[src/rtl/cache_request_arbiter_if.sv]
// Request/cache handshake bundle for cache_request_arbiter.
// master = processors + cache stage side, slave = arbiter side.
//   req_valid/req_ready/req_n/req_addr : per-processor request channel
//   cache_valid/cache_ready/cache_*    : decoded head request to lookup
//   occupancy/illegal_count            : status
interface cache_request_arbiter_if #(
    parameter int NUM_PROCS  = 3,
    parameter int FIFO_DEPTH = 4
);
    localparam int OCC_W = $clog2(FIFO_DEPTH) + 1;

    logic [NUM_PROCS-1:0]    req_valid;
    logic [NUM_PROCS-1:0]    req_ready;
    logic [4*NUM_PROCS-1:0]  req_n;
    logic [32*NUM_PROCS-1:0] req_addr;

    logic                    cache_valid;
    logic                    cache_ready;
    logic [3:0]              cache_n;
    logic [11:0]             cache_tag;
    logic [13:0]             cache_set;
    logic [5:0]              cache_offset;
    logic [2:0]              cache_pid;
    logic                    cache_isel;

    logic [OCC_W-1:0]        occupancy;
    logic [7:0]              illegal_count;

    modport master (
        output req_valid,
        output req_n,
        output req_addr,
        output cache_ready,
        input  req_ready,
        input  cache_valid,
        input  cache_n,
        input  cache_tag,
        input  cache_set,
        input  cache_offset,
        input  cache_pid,
        input  cache_isel,
        input  occupancy,
        input  illegal_count
    );

    modport slave (
        input  req_valid,
        input  req_n,
        input  req_addr,
        input  cache_ready,
        output req_ready,
        output cache_valid,
        output cache_n,
        output cache_tag,
        output cache_set,
        output cache_offset,
        output cache_pid,
        output cache_isel,
        output occupancy,
        output illegal_count
    );
endinterface

[src/rtl/cache_request_arbiter.sv]
// Round-robin request arbiter + FIFO + address decode in front of L1.
// Ports: clk, rst (async, active-high), bus (cache_request_arbiter_if.slave).
module cache_request_arbiter #(
    parameter int NUM_PROCS  = 3,
    parameter int FIFO_DEPTH = 4
) (
    input  logic                    clk,
    input  logic                    rst,
    cache_request_arbiter_if.slave  bus
);
    localparam int AW = $clog2(FIFO_DEPTH);
    localparam int OW = AW + 1;
    localparam logic [OW-1:0] DEPTH_C = OW'(FIFO_DEPTH);
    localparam logic [2:0]    LAST_P  = 3'(NUM_PROCS - 1);

    // Request lanes widened to 8 so a 3-bit pid indexes them cleanly.
    logic [7:0]  w_valid8;
    logic [3:0]  w_n_arr    [8];
    logic [31:0] w_addr_arr [8];

    always_comb begin
        w_valid8 = '0;
        w_valid8[NUM_PROCS-1:0] = bus.req_valid;
    end

    for (genvar g = 0; g < 8; g++) begin : g_lane
        if (g < NUM_PROCS) begin : g_on
            assign w_n_arr[g]    = bus.req_n[4*g +: 4];
            assign w_addr_arr[g] = bus.req_addr[32*g +: 32];
        end else begin : g_off
            assign w_n_arr[g]    = 4'd0;
            assign w_addr_arr[g] = 32'd0;
        end
    end

    logic [2:0]    r_rr;
    logic [AW-1:0] r_wr;
    logic [AW-1:0] r_rd;
    logic [OW-1:0] r_occ;
    logic [7:0]    r_ill;

    logic [3:0]    r_mem_n    [FIFO_DEPTH];
    logic [31:0]   r_mem_addr [FIFO_DEPTH];
    logic [2:0]    r_mem_pid  [FIFO_DEPTH];

    logic [3:0]    w_sum;
    logic          w_found;
    logic [2:0]    w_winner;
    logic [2:0]    w_rr_next;
    logic          w_full;
    logic          w_grant;
    logic          w_legal;
    logic          w_push;
    logic          w_pop;
    logic          w_cvalid;
    logic [7:0]    w_ready8;
    logic [3:0]    w_win_n;
    logic [31:0]   w_win_addr;

    // First valid requester scanning rr, rr+1, ... modulo NUM_PROCS.
    always_comb begin
        w_found  = 1'b0;
        w_winner = 3'd0;
        w_sum    = 4'd0;
        for (int k = 0; k < NUM_PROCS; k++) begin
            w_sum = {1'b0, r_rr} + 4'(k);
            if (w_sum >= 4'(NUM_PROCS)) begin
                w_sum = w_sum - 4'(NUM_PROCS);
            end
            if (!w_found && w_valid8[w_sum[2:0]]) begin
                w_found  = 1'b1;
                w_winner = w_sum[2:0];
            end
        end
    end

    assign w_win_n    = w_n_arr[w_winner];
    assign w_win_addr = w_addr_arr[w_winner];
    assign w_rr_next  = (w_winner == LAST_P) ? 3'd0 : w_winner + 3'd1;

    // Full uses registered occupancy, so a same-cycle pop never frees a
    // slot; illegal opcodes are held off too, keeping grant order simple.
    assign w_full   = (r_occ == DEPTH_C);
    assign w_grant  = w_found && !w_full && !rst;
    assign w_legal  = (w_win_n <= 4'd4);
    assign w_push   = w_grant && w_legal;
    assign w_cvalid = (r_occ != '0);
    assign w_pop    = w_cvalid && bus.cache_ready;

    assign w_ready8      = w_grant ? (8'd1 << w_winner) : 8'd0;
    assign bus.req_ready = w_ready8[NUM_PROCS-1:0];

    always_ff @(posedge clk or posedge rst) begin
        if (rst) begin
            r_rr  <= 3'd0;
            r_wr  <= '0;
            r_rd  <= '0;
            r_occ <= '0;
            r_ill <= 8'd0;
        end else begin
            if (w_push) begin
                r_wr <= r_wr + AW'(1);
            end
            if (w_pop) begin
                r_rd <= r_rd + AW'(1);
            end
            if (w_push && !w_pop) begin
                r_occ <= r_occ + OW'(1);
            end else if (w_pop && !w_push) begin
                r_occ <= r_occ - OW'(1);
            end
            if (w_grant) begin
                r_rr <= w_rr_next;
            end
            if (w_grant && !w_legal && r_ill != 8'hFF) begin
                r_ill <= r_ill + 8'd1;
            end
        end
    end

    // Storage needs no reset: every read is masked by occupancy.
    always_ff @(posedge clk) begin
        if (w_push) begin
            r_mem_n[r_wr]    <= w_win_n;
            r_mem_addr[r_wr] <= w_win_addr;
            r_mem_pid[r_wr]  <= w_winner;
        end
    end

    logic [3:0]  w_head_n;
    logic [31:0] w_head_addr;
    logic [2:0]  w_head_pid;

    assign w_head_n    = w_cvalid ? r_mem_n[r_rd]    : 4'd0;
    assign w_head_addr = w_cvalid ? r_mem_addr[r_rd] : 32'd0;
    assign w_head_pid  = w_cvalid ? r_mem_pid[r_rd]  : 3'd0;

    assign bus.cache_valid   = w_cvalid;
    assign bus.cache_n       = w_head_n;
    assign bus.cache_tag     = w_head_addr[31:20];
    assign bus.cache_set     = w_head_addr[19:6];
    assign bus.cache_offset  = w_head_addr[5:0];
    assign bus.cache_pid     = w_head_pid;
    assign bus.cache_isel    = w_cvalid && (w_head_n == 4'd2);
    assign bus.occupancy     = r_occ;
    assign bus.illegal_count = r_ill;
endmodule

[src/flat_wrapper.sv]
// flat-port wrapper written by rule: the top's interface ports become plain ports
module cache_request_arbiter_flat 
#(
    parameter int NUM_PROCS  = 3,
    parameter int FIFO_DEPTH = 4
)
  (clk, rst, bus_req_valid, bus_req_n, bus_req_addr, bus_cache_ready, bus_req_ready, bus_cache_valid, bus_cache_n, bus_cache_tag, bus_cache_set, bus_cache_offset, bus_cache_pid, bus_cache_isel, bus_occupancy, bus_illegal_count);
  cache_request_arbiter_if #(.NUM_PROCS(NUM_PROCS), .FIFO_DEPTH(FIFO_DEPTH)) bus_i ();
  input  logic clk;
  input  logic rst;
  input wire logic [$bits(bus_i.req_valid)-1:0] bus_req_valid;
  input wire logic [$bits(bus_i.req_n)-1:0] bus_req_n;
  input wire logic [$bits(bus_i.req_addr)-1:0] bus_req_addr;
  input wire logic [$bits(bus_i.cache_ready)-1:0] bus_cache_ready;
  output wire logic [$bits(bus_i.req_ready)-1:0] bus_req_ready;
  output wire logic [$bits(bus_i.cache_valid)-1:0] bus_cache_valid;
  output wire logic [$bits(bus_i.cache_n)-1:0] bus_cache_n;
  output wire logic [$bits(bus_i.cache_tag)-1:0] bus_cache_tag;
  output wire logic [$bits(bus_i.cache_set)-1:0] bus_cache_set;
  output wire logic [$bits(bus_i.cache_offset)-1:0] bus_cache_offset;
  output wire logic [$bits(bus_i.cache_pid)-1:0] bus_cache_pid;
  output wire logic [$bits(bus_i.cache_isel)-1:0] bus_cache_isel;
  output wire logic [$bits(bus_i.occupancy)-1:0] bus_occupancy;
  output wire logic [$bits(bus_i.illegal_count)-1:0] bus_illegal_count;
  assign bus_i.req_valid = bus_req_valid;
  assign bus_i.req_n = bus_req_n;
  assign bus_i.req_addr = bus_req_addr;
  assign bus_i.cache_ready = bus_cache_ready;
  assign bus_req_ready = bus_i.req_ready;
  assign bus_cache_valid = bus_i.cache_valid;
  assign bus_cache_n = bus_i.cache_n;
  assign bus_cache_tag = bus_i.cache_tag;
  assign bus_cache_set = bus_i.cache_set;
  assign bus_cache_offset = bus_i.cache_offset;
  assign bus_cache_pid = bus_i.cache_pid;
  assign bus_cache_isel = bus_i.cache_isel;
  assign bus_occupancy = bus_i.occupancy;
  assign bus_illegal_count = bus_i.illegal_count;
  cache_request_arbiter #(.NUM_PROCS(NUM_PROCS), .FIFO_DEPTH(FIFO_DEPTH)) u_core (.clk(clk), .rst(rst), .bus(bus_i));
endmodule
[config.mk]
export PLATFORM = sky130hd
export DESIGN_NAME = cache_request_arbiter_flat
export DESIGN_NICKNAME = d
export VERILOG_FILES = /design/src/rtl/cache_request_arbiter_if.sv /design/src/rtl/cache_request_arbiter.sv /design/src/flat_wrapper.sv
export SDC_FILE = /design/constraint.sdc
export NUM_CORES = 1
export LEC_CHECK = 0
export ABC_CLOCK_PERIOD_IN_PS = 4050
export CORE_MARGIN = 3
export CORE_UTILIZATION = 46
export DETAILED_ROUTE_END_ITERATION = 6
export PLACE_DENSITY = 0.82
export SETUP_SLACK_MARGIN = 0.3
export SLEW_MARGIN = 20
export SYNTH_ARGS = -nofsm -noshare
export SYNTH_HDL_FRONTEND = slang
export SYNTH_SLANG_ARGS = --single-unit
[constraint.sdc]
create_clock -name clk -period 4.05 [get_ports clk]
set_input_delay 0.81 -clock clk [delete_from_list [all_inputs] [get_ports clk]]
set_output_delay 0.81 -clock clk [all_outputs]
set_load 0.05 [all_outputs]
==> results of run 1 <==
## final timing paths
| kind | start | endpoint | slack [ns] | cells past startpoint |
|---|---|---|---|---|
| worst max-delay path | u_core.r_rr[1] | u_core.r_mem_addr[2][2] | 0.02 | 17 |
| worst min-delay path | u_core.bus.illegal_count[4] | u_core.bus.illegal_count[4] | 0.50 | 1 |
| worst max register to register | u_core.r_rr[1] | u_core.r_mem_addr[2][2] | 0.02 | 17 |
| worst min register to register | u_core.bus.illegal_count[4] | u_core.bus.illegal_count[4] | 0.50 | 1 |
| max in group asynchronous | rst | u_core.r_rd[0] | 2.68 | 2 |
| min in group asynchronous | rst | u_core.bus.illegal_count[3] | 0.83 | 2 |
## repair_timing
| action | 4_1_cts | 5_1_grt |
|---|---|---|
| setup endpoints to repair | 159 | 164 |
| hold endpoints to repair | 0 | 0 |
| resized for setup | 26 | 33 |
| gates cloned | 1 | 18 |
| setup buffers | 14 | 16 |
| pin swaps | 9 | 19 |
## stage by stage
step	worst slack (ns)	instance area, um2
floorplan	0.126	8160
global placement	-0.135	10500
detailed placement	-0.206	10500
CTS	0.0661	11300
global route	-0.172	12000
finish	0.0207	12000
## state kept, by name, summed over array words and instances, names as in the netlist
signal	flops
u_core.r_wr	2
u_core.bus.illegal_count	8
u_core.r_rr	3
u_core.r_mem_n	16
u_core.r_mem_addr	128
u_core.bus.occupancy	3
u_core.r_mem_pid	12
u_core.r_rd	2
## cells in the mapped netlist, types with 6 or more instances
cell,instances
clkbuf_1,18
xnor2_1,12
and2_1,45
ha_1,14
inv_1,46
dfrtp_1,18
a21oi_1,6
a222oi_1,34
nand3_1,7
mux4_2,39
nand2_1,9
nor2_1,11
edfxtp_1,156
## logic make-up after synthesis
kind of cell	after synthesis	synth area share
xor+xnor	15	0.0163
other cells	1	0.000465
fa+ha+maj	15	0.0242
flops	174	0.636
mux	48	0.121
compound gates	76	0.0890
simple gates	103	0.0775
buf+inv	73	0.0352
## area by class of cell
type                       instances  area, um2  area share
sequential                       174       5140       0.429
timing repair buffer             262       2900       0.242
multi-input combinational        261       2900       0.241
clock buffer                      17        425      0.0355
tap                              220        275      0.0230
clock inverter                    15        175      0.0146
inverter                          46        175      0.0146
## metal layers
layer	track usage	part of all wire	up-vias
met4	0.0770	0.027	0
met3	0.0459	0.059	37
met5	0	0	-
li1	-	-	2511
met1	0.278	0.40	2888
met2	0.370	0.51	263
## cell usage in the layout, fill, tap and decap left out, drive strengths merged, types with 3 or more instances in the layout
cell | synthesis | layout
nor2 | 12 | 12
nand3 | 8 | 8
mux2 | 5 | 5
mux4 | 39 | 39
nor3 | 5 | 5
o21ai | 8 | 8
ha | 14 | 14
xor2 | 3 | 3
buf | 9 | 83
clkinv | 0 | 7
nand2b | 4 | 4
mux2i | 4 | 4
conb | 1 | 4
a21oi | 6 | 6
nand2 | 9 | 9
xnor2 | 12 | 12
a222oi | 34 | 34
and3 | 5 | 5
o22ai | 3 | 3
and2 | 45 | 45
clkdlybuf4s50 | 0 | 164
nor2b | 6 | 6
o211ai | 5 | 5
inv | 46 | 52
clkbuf | 18 | 32
edfxtp | 156 | 156
dfrtp | 18 | 18
## worst reg2reg max path, delay by kind of cell, from the launching register on
family	cells	cell delay, ns
adder cells (fa/ha/maj)	2	0.50
buffers and inverters	6	0.87
AO/OA/AOI/OAI	4	0.82
AND/OR/NAND/NOR	3	0.64
multiplexers	2	0.48
flip-flops	1	0.45
==> flow_summary.ini, run 1 <==
[run_status]
status = finished with violations
violations = DRC

[yosys]
avgSynthCellArea_um2 = 16.0
synthesis.area_um2 = 8070
synth_warnings = 0
yosysTopAreaCell = edfxtp_1
synth_flop_cell = edfxtp_1
syn-instance-count = 505
synth_top_cell_area_share = 0.580
yosysUniqueCellTypes = 61
synth_edf_count = 156
async_flop_share = 0.103
synth-seq-area-share = 0.636
ys_ff_latch = 174
synth_area_leaders = edfxtp_1 (58%), mux4_2 (11%), dfrtp_1 (5.6%)

[cells_and_area]
finalNonFillerCells = 995
final_core_util = 0.711
fill_cells = 1032
area_delta_synth_final_pct = 48.6
drive_above_1_share = 0.294
fin_nets = 891
antenna_cells = 0

[global_route]
antenna_found_initial = 0
track_usage = 0.217
grt_pass1_wl_mm = 32.4
grt_max_degree = 43
gr-total-overflow = 0
grt_pass1_vias = 5802

[sta]
period_needed_ns = 4.03
setup_violations = 0
slew_violations = 0
finalHoldViolations = 0
worst_pin_slew_ns = 0.724
whs_ns = 0.496
fin_setup_tns_ns = 0
relSlewSlack = 0.517
skew_ns = 0.0112
fmax_ghz = 0.248
rsz0062_at_grt = yes
period_share = 0.995

[worst_setup_path]
cp.required_ns = 4.20
cp_max_fo = 8
cpLargestDelayFamily = buffers and inverters
timing_worst_setup_path_type = reg2reg
arrival_ns = 4.18
startpoint_type = flop
crit_chain = ha_4, ha_4, nor2b_4, mux2_4, o221ai_4, a221oi_2, buf_4, buf_4, mux2i_2, a2111oi_4, a211oi_4, nor3_4, buf_4, buf_6, buf_6, and2_4, clkbuf_16
cp_common_cell = buf_4
crit_buf_inv = 6
slowest_stage = dfrtp_2
critPathCaptureType = flop
cpPeakStageDelay_ns = 0.45

[clock_tree]
cts_hold_buf = 0
cts_buffers = 17
cts_max_path_buffers = 2
cts-root-buf = clkbuf_16
clkTransAtPathRegs_ns = 0.07
cts_sinks = 174
clock_latency_ns = 0.44
cts_tree = built
htree_levels = 4

[floorplan]
die_area_um2 = 19200
die_x_um = 138
core_um2 = 16900
die_h_um = 138
initial_core_util = 0.478
fp-row-count = 47
io_pins = 169

[drt]
wire_per_inst_um = 23.5
detail_route.iter0.violations = 607
postRouteAntennaNets = 0
via_count = 5699
wl_mm = 23.4
vias_per_cell = 5.73
firstDrtPassIters = 7
remaining_drc_errors = 1

[job]
cap_violations = 0

[place]
gp_congestion = 0.937
port_buffers = 168
dp_cells = 914
dpl.hpwl_mm = 14.1

[min_path]
hold_path_class = reg2reg
Power of run 1 is left out: the tool's default activity adds up to more than one toggle a clock period on the data nets, which glitch-free logic cannot reach.
==> run 2: changes to the inputs <==
Settings changed: ABC_AREA set to 1, CORE_UTILIZATION 46 to 47, PLACE_DENSITY 0.82 to 0.83.
==> run 2 against run 1 <==
Net effect:
- the flow now finishes without violations
- setup slack improved by 0.41 ns
- cell area is 4.5% lower
- sequential share of layout area rose by 2.0 points
- fmax is 11% higher
- global-route usage grew 0.66 points
- routed wire length shrank 7.0%
- first-iteration DRC count increased by 11%
- clock skew is 0.0032 ns lower
- utilization fell by 3.4 points
- critical path depth decreased by 3
- synthesized area up 2.8%
- hold slack gained 0.048 ns
- critical path type is now reg2out
- highest routed layer unchanged
==> flow_summary.ini, run 2 <==
[floorplan]
die_h_um = 139
die_x_um = 139
die_area_um2 = 19300
core_um2 = 16900
initial_core_util = 0.490
io_pins = 169
fp-row-count = 47

[worst_setup_path]
cp.required_ns = 3.24
critPathCaptureType = output port
r2r_cells = 22
r2r-end = u_core.bus.occupancy[2]
rrSetupSlack_ns = 0.52
timing_worst_setup_path_type = reg2out
startpoint_type = flop
arrival_ns = 2.80
cp_max_fo = 6
worstReg2RegStart = u_core.r_rr[1]

[yosys]
yosysMostFrequentCell = nor2_1
yosysTopAreaCell = edfxtp_1
synth-seq-area-share = 0.619
synth_edf_count = 156
synth-xor-area-share = 0.0106
synth_flop_cell = edfxtp_1
yosys.area_share.adder = 0.0235
synth_warnings = 0
synth_top_cell_area_share = 0.565
synth_top_family_by_area = simple AND/OR/NAND/NOR gates
synth_area_leaders = edfxtp_1 (56%), nor2_1 (8.1%), nand3_1 (5.5%)
syn-instance-count = 832
async_flop_share = 0.103
ys_ff_latch = 174
yosysUniqueCellTypes = 34
avgSynthCellArea_um2 = 9.97
synth_compound_area_frac = 0.0802
post_synth_most_frequent_cells = nor2_1 (179), edfxtp_1 (156), nand2_1 (122)
synth-simple-area-share = 0.231
muxShareOfSynthArea = 0.00136
synthesis.area_um2 = 8300

[pwr]
power_leakage_nw = 4.33
power_density_nw_per_um2 = 316
power.total_mw = 3.62
ir_drop_v = 0.000344

[clock_tree]
cts_max_path_buffers = 2
cts_hold_buf = 0
clock_latency_ns = 0.42
clkTransAtPathRegs_ns = 0.06
cts-root-buf = clkbuf_16
cts_sinks = 174
cts_tree = built
cts_buffers = 17
htree_levels = 4

[global_route]
grt_pass1_wl_mm = 34.1
use_met1 = 0.270
gr-usage-met2 = 0.389
grt_pass1_vias = 6744
gr-total-overflow = 0
grt_max_degree = 40
antenna_found_initial = 0
track_usage = 0.224
use_met3 = 0.0469
busiest_layer = met2

[sta]
fin_setup_tns_ns = 0
period_share = 0.893
rsz0062_at_grt = yes
worst_pin_slew_ns = 0.583
slew_violations = 0
skew_ns = 0.00797
relSlewSlack = 0.611
setup_violations = 0
fmax_ghz = 0.277
whs_ns = 0.544
finalHoldViolations = 0
period_needed_ns = 3.61

[place]
dpl.hpwl_mm = 14.5
gp_congestion = 0.900
port_buffers = 168

[min_path]
min_path_cells = 1
min_from = u_core.bus.occupancy[2]
min_delay_worst_endpoint = u_core.bus.occupancy[2]
hold_path_class = reg2reg

[drt]
detail_route.iter0.violations = 674
via_count = 6674
wire_per_inst_um = 17.5
wl_mm = 21.8
vias_per_cell = 5.36
postRouteAntennaNets = 0
remaining_drc_errors = 0
firstDrtPassIters = 6

[cells_and_area]
area_delta_synth_final_pct = 38.1
drive_above_1_share = 0.157
fill_cells = 1213
regMostFlops = u_core.r_mem_addr
final_common_cell = nor2_1
largest_reg_flops = 128
antenna_cells = 0
mostFrequentLayoutCells = nor2_1 (170), edfxtp_1 (156), clkdlybuf4s50_1 (125)
fin_nets = 1141
top_regs = u_core.r_mem_addr: 128 flops, u_core.r_mem_n: 16 flops, u_core.r_mem_pid: 12 flops

[run_status]
status = finished, final reports clean

[job]
cap_violations = 0
==> run 2: cell types whose count changed in the layout (fill, tap and decap cells not counted), sizes merged, moves of 16 or more <==
cell | previous run | this run
nand3 | 8 | 99
inv | 52 | 36
a222oi | 34 | 0
mux4 | 39 | 0
clkdlybuf4s50 | 164 | 125
nor2 | 12 | 190
o21ai | 8 | 80
a21oi | 6 | 42
nand2 | 9 | 131
and2 | 45 | 0
==> run 2: worst max path at each step <==
stage | start | slack (ns) | endpoint | cells after the start
global placement | bus_req_valid[0] | 0.25 | u_core.bus.occupancy[2] | 21
global route | u_core.r_rr[1] | 0.23 | u_core.bus.occupancy[2] | 26
detailed placement | bus_req_valid[2] | 0.19 | u_core.bus.occupancy[1] | 18
floorplan | u_core.r_rr[0] | 0.12 | u_core.r_mem_addr[0][0] | 20
finish | u_core.r_rr[1] | 0.44 | bus_req_ready[1] | 14
CTS | u_core.r_rr[0] | 0.34 | u_core.bus.occupancy[2] | 24
==> run 2: per-stage QoR <==
step	std cells	utilization	setup slack (ns)	area [um2]
final	1245	0.676	0.435	11500
after floorplan	835	-	0.119	8320
after global routing	1245	0.676	0.234	11500
after global placement	1206	0.636	0.255	10800
after CTS	1241	0.672	0.336	11400
after detailed placement	1206	0.636	0.186	10800
==> run 2: layout make-up <==
type | count | area, um2 | area share
flip-flops and latches | 174 | 5140 | 0.449
clock inverters | 15 | 121 | 0.0106
inverters | 34 | 128 | 0.0111
multi-input cells | 586 | 3000 | 0.262
repair buffers | 199 | 2360 | 0.206
well taps | 220 | 275 | 0.0240
clock buffers | 17 | 425 | 0.0371
==> run 2: timing repair <==
| action | CTS | global route |
|---|---|---|
| endpoints found under the setup margin | 5 | 117 |
| setup buffers | 3 | 4 |
| pin swaps | 2 | 9 |
| gates resized for setup | 6 | 15 |
==> run 2: cells by family after synthesis <==
family / Yosys count
multiplexers: 1
XOR/XNOR: 10
other: 1
buffers and inverters: 75
AND/OR/NAND/NOR: 430
AO/OA/AOI/OAI: 126
adder cells (fa/ha/maj): 15
flip-flops: 174
==> run 2: per-layer routing <==
metal / vias to the layer above / part of all wire
met1: 3163 / 0.40
met3: 49 / 0.058
met4: 0 / 0.031
met2: 248 / 0.51
li1: 3214 / -
met5: - / 0
==> run 2: critical path: stages (launching register included) <==
cell	delay (ns)
dfrtp_2	0.46
ha_4	0.19
ha_4	0.28
nand2_1	0.08
nand2_1	0.09
nand2_1	0.06
nand2_2	0.08
inv_2	0.05
nand2_1	0.11
nand3_2	0.14
nand3b_1	0.20
nand3_2	0.10
buf_4	0.18
nor2_2	0.16
buf_6	0.18
==> run 2: where the power goes <==
part / leakage (nW) / internal (mW) / switching, mW / total (mW)
sequential: 1.62 / 1.95 / 0 / 1.95
combinational: 2.45 / 0.112 / 0.0599 / 0.172
clock: 0.258 / 0.840 / 0.656 / 1.50
Note: power is estimated with default switching activity, not from simulation.
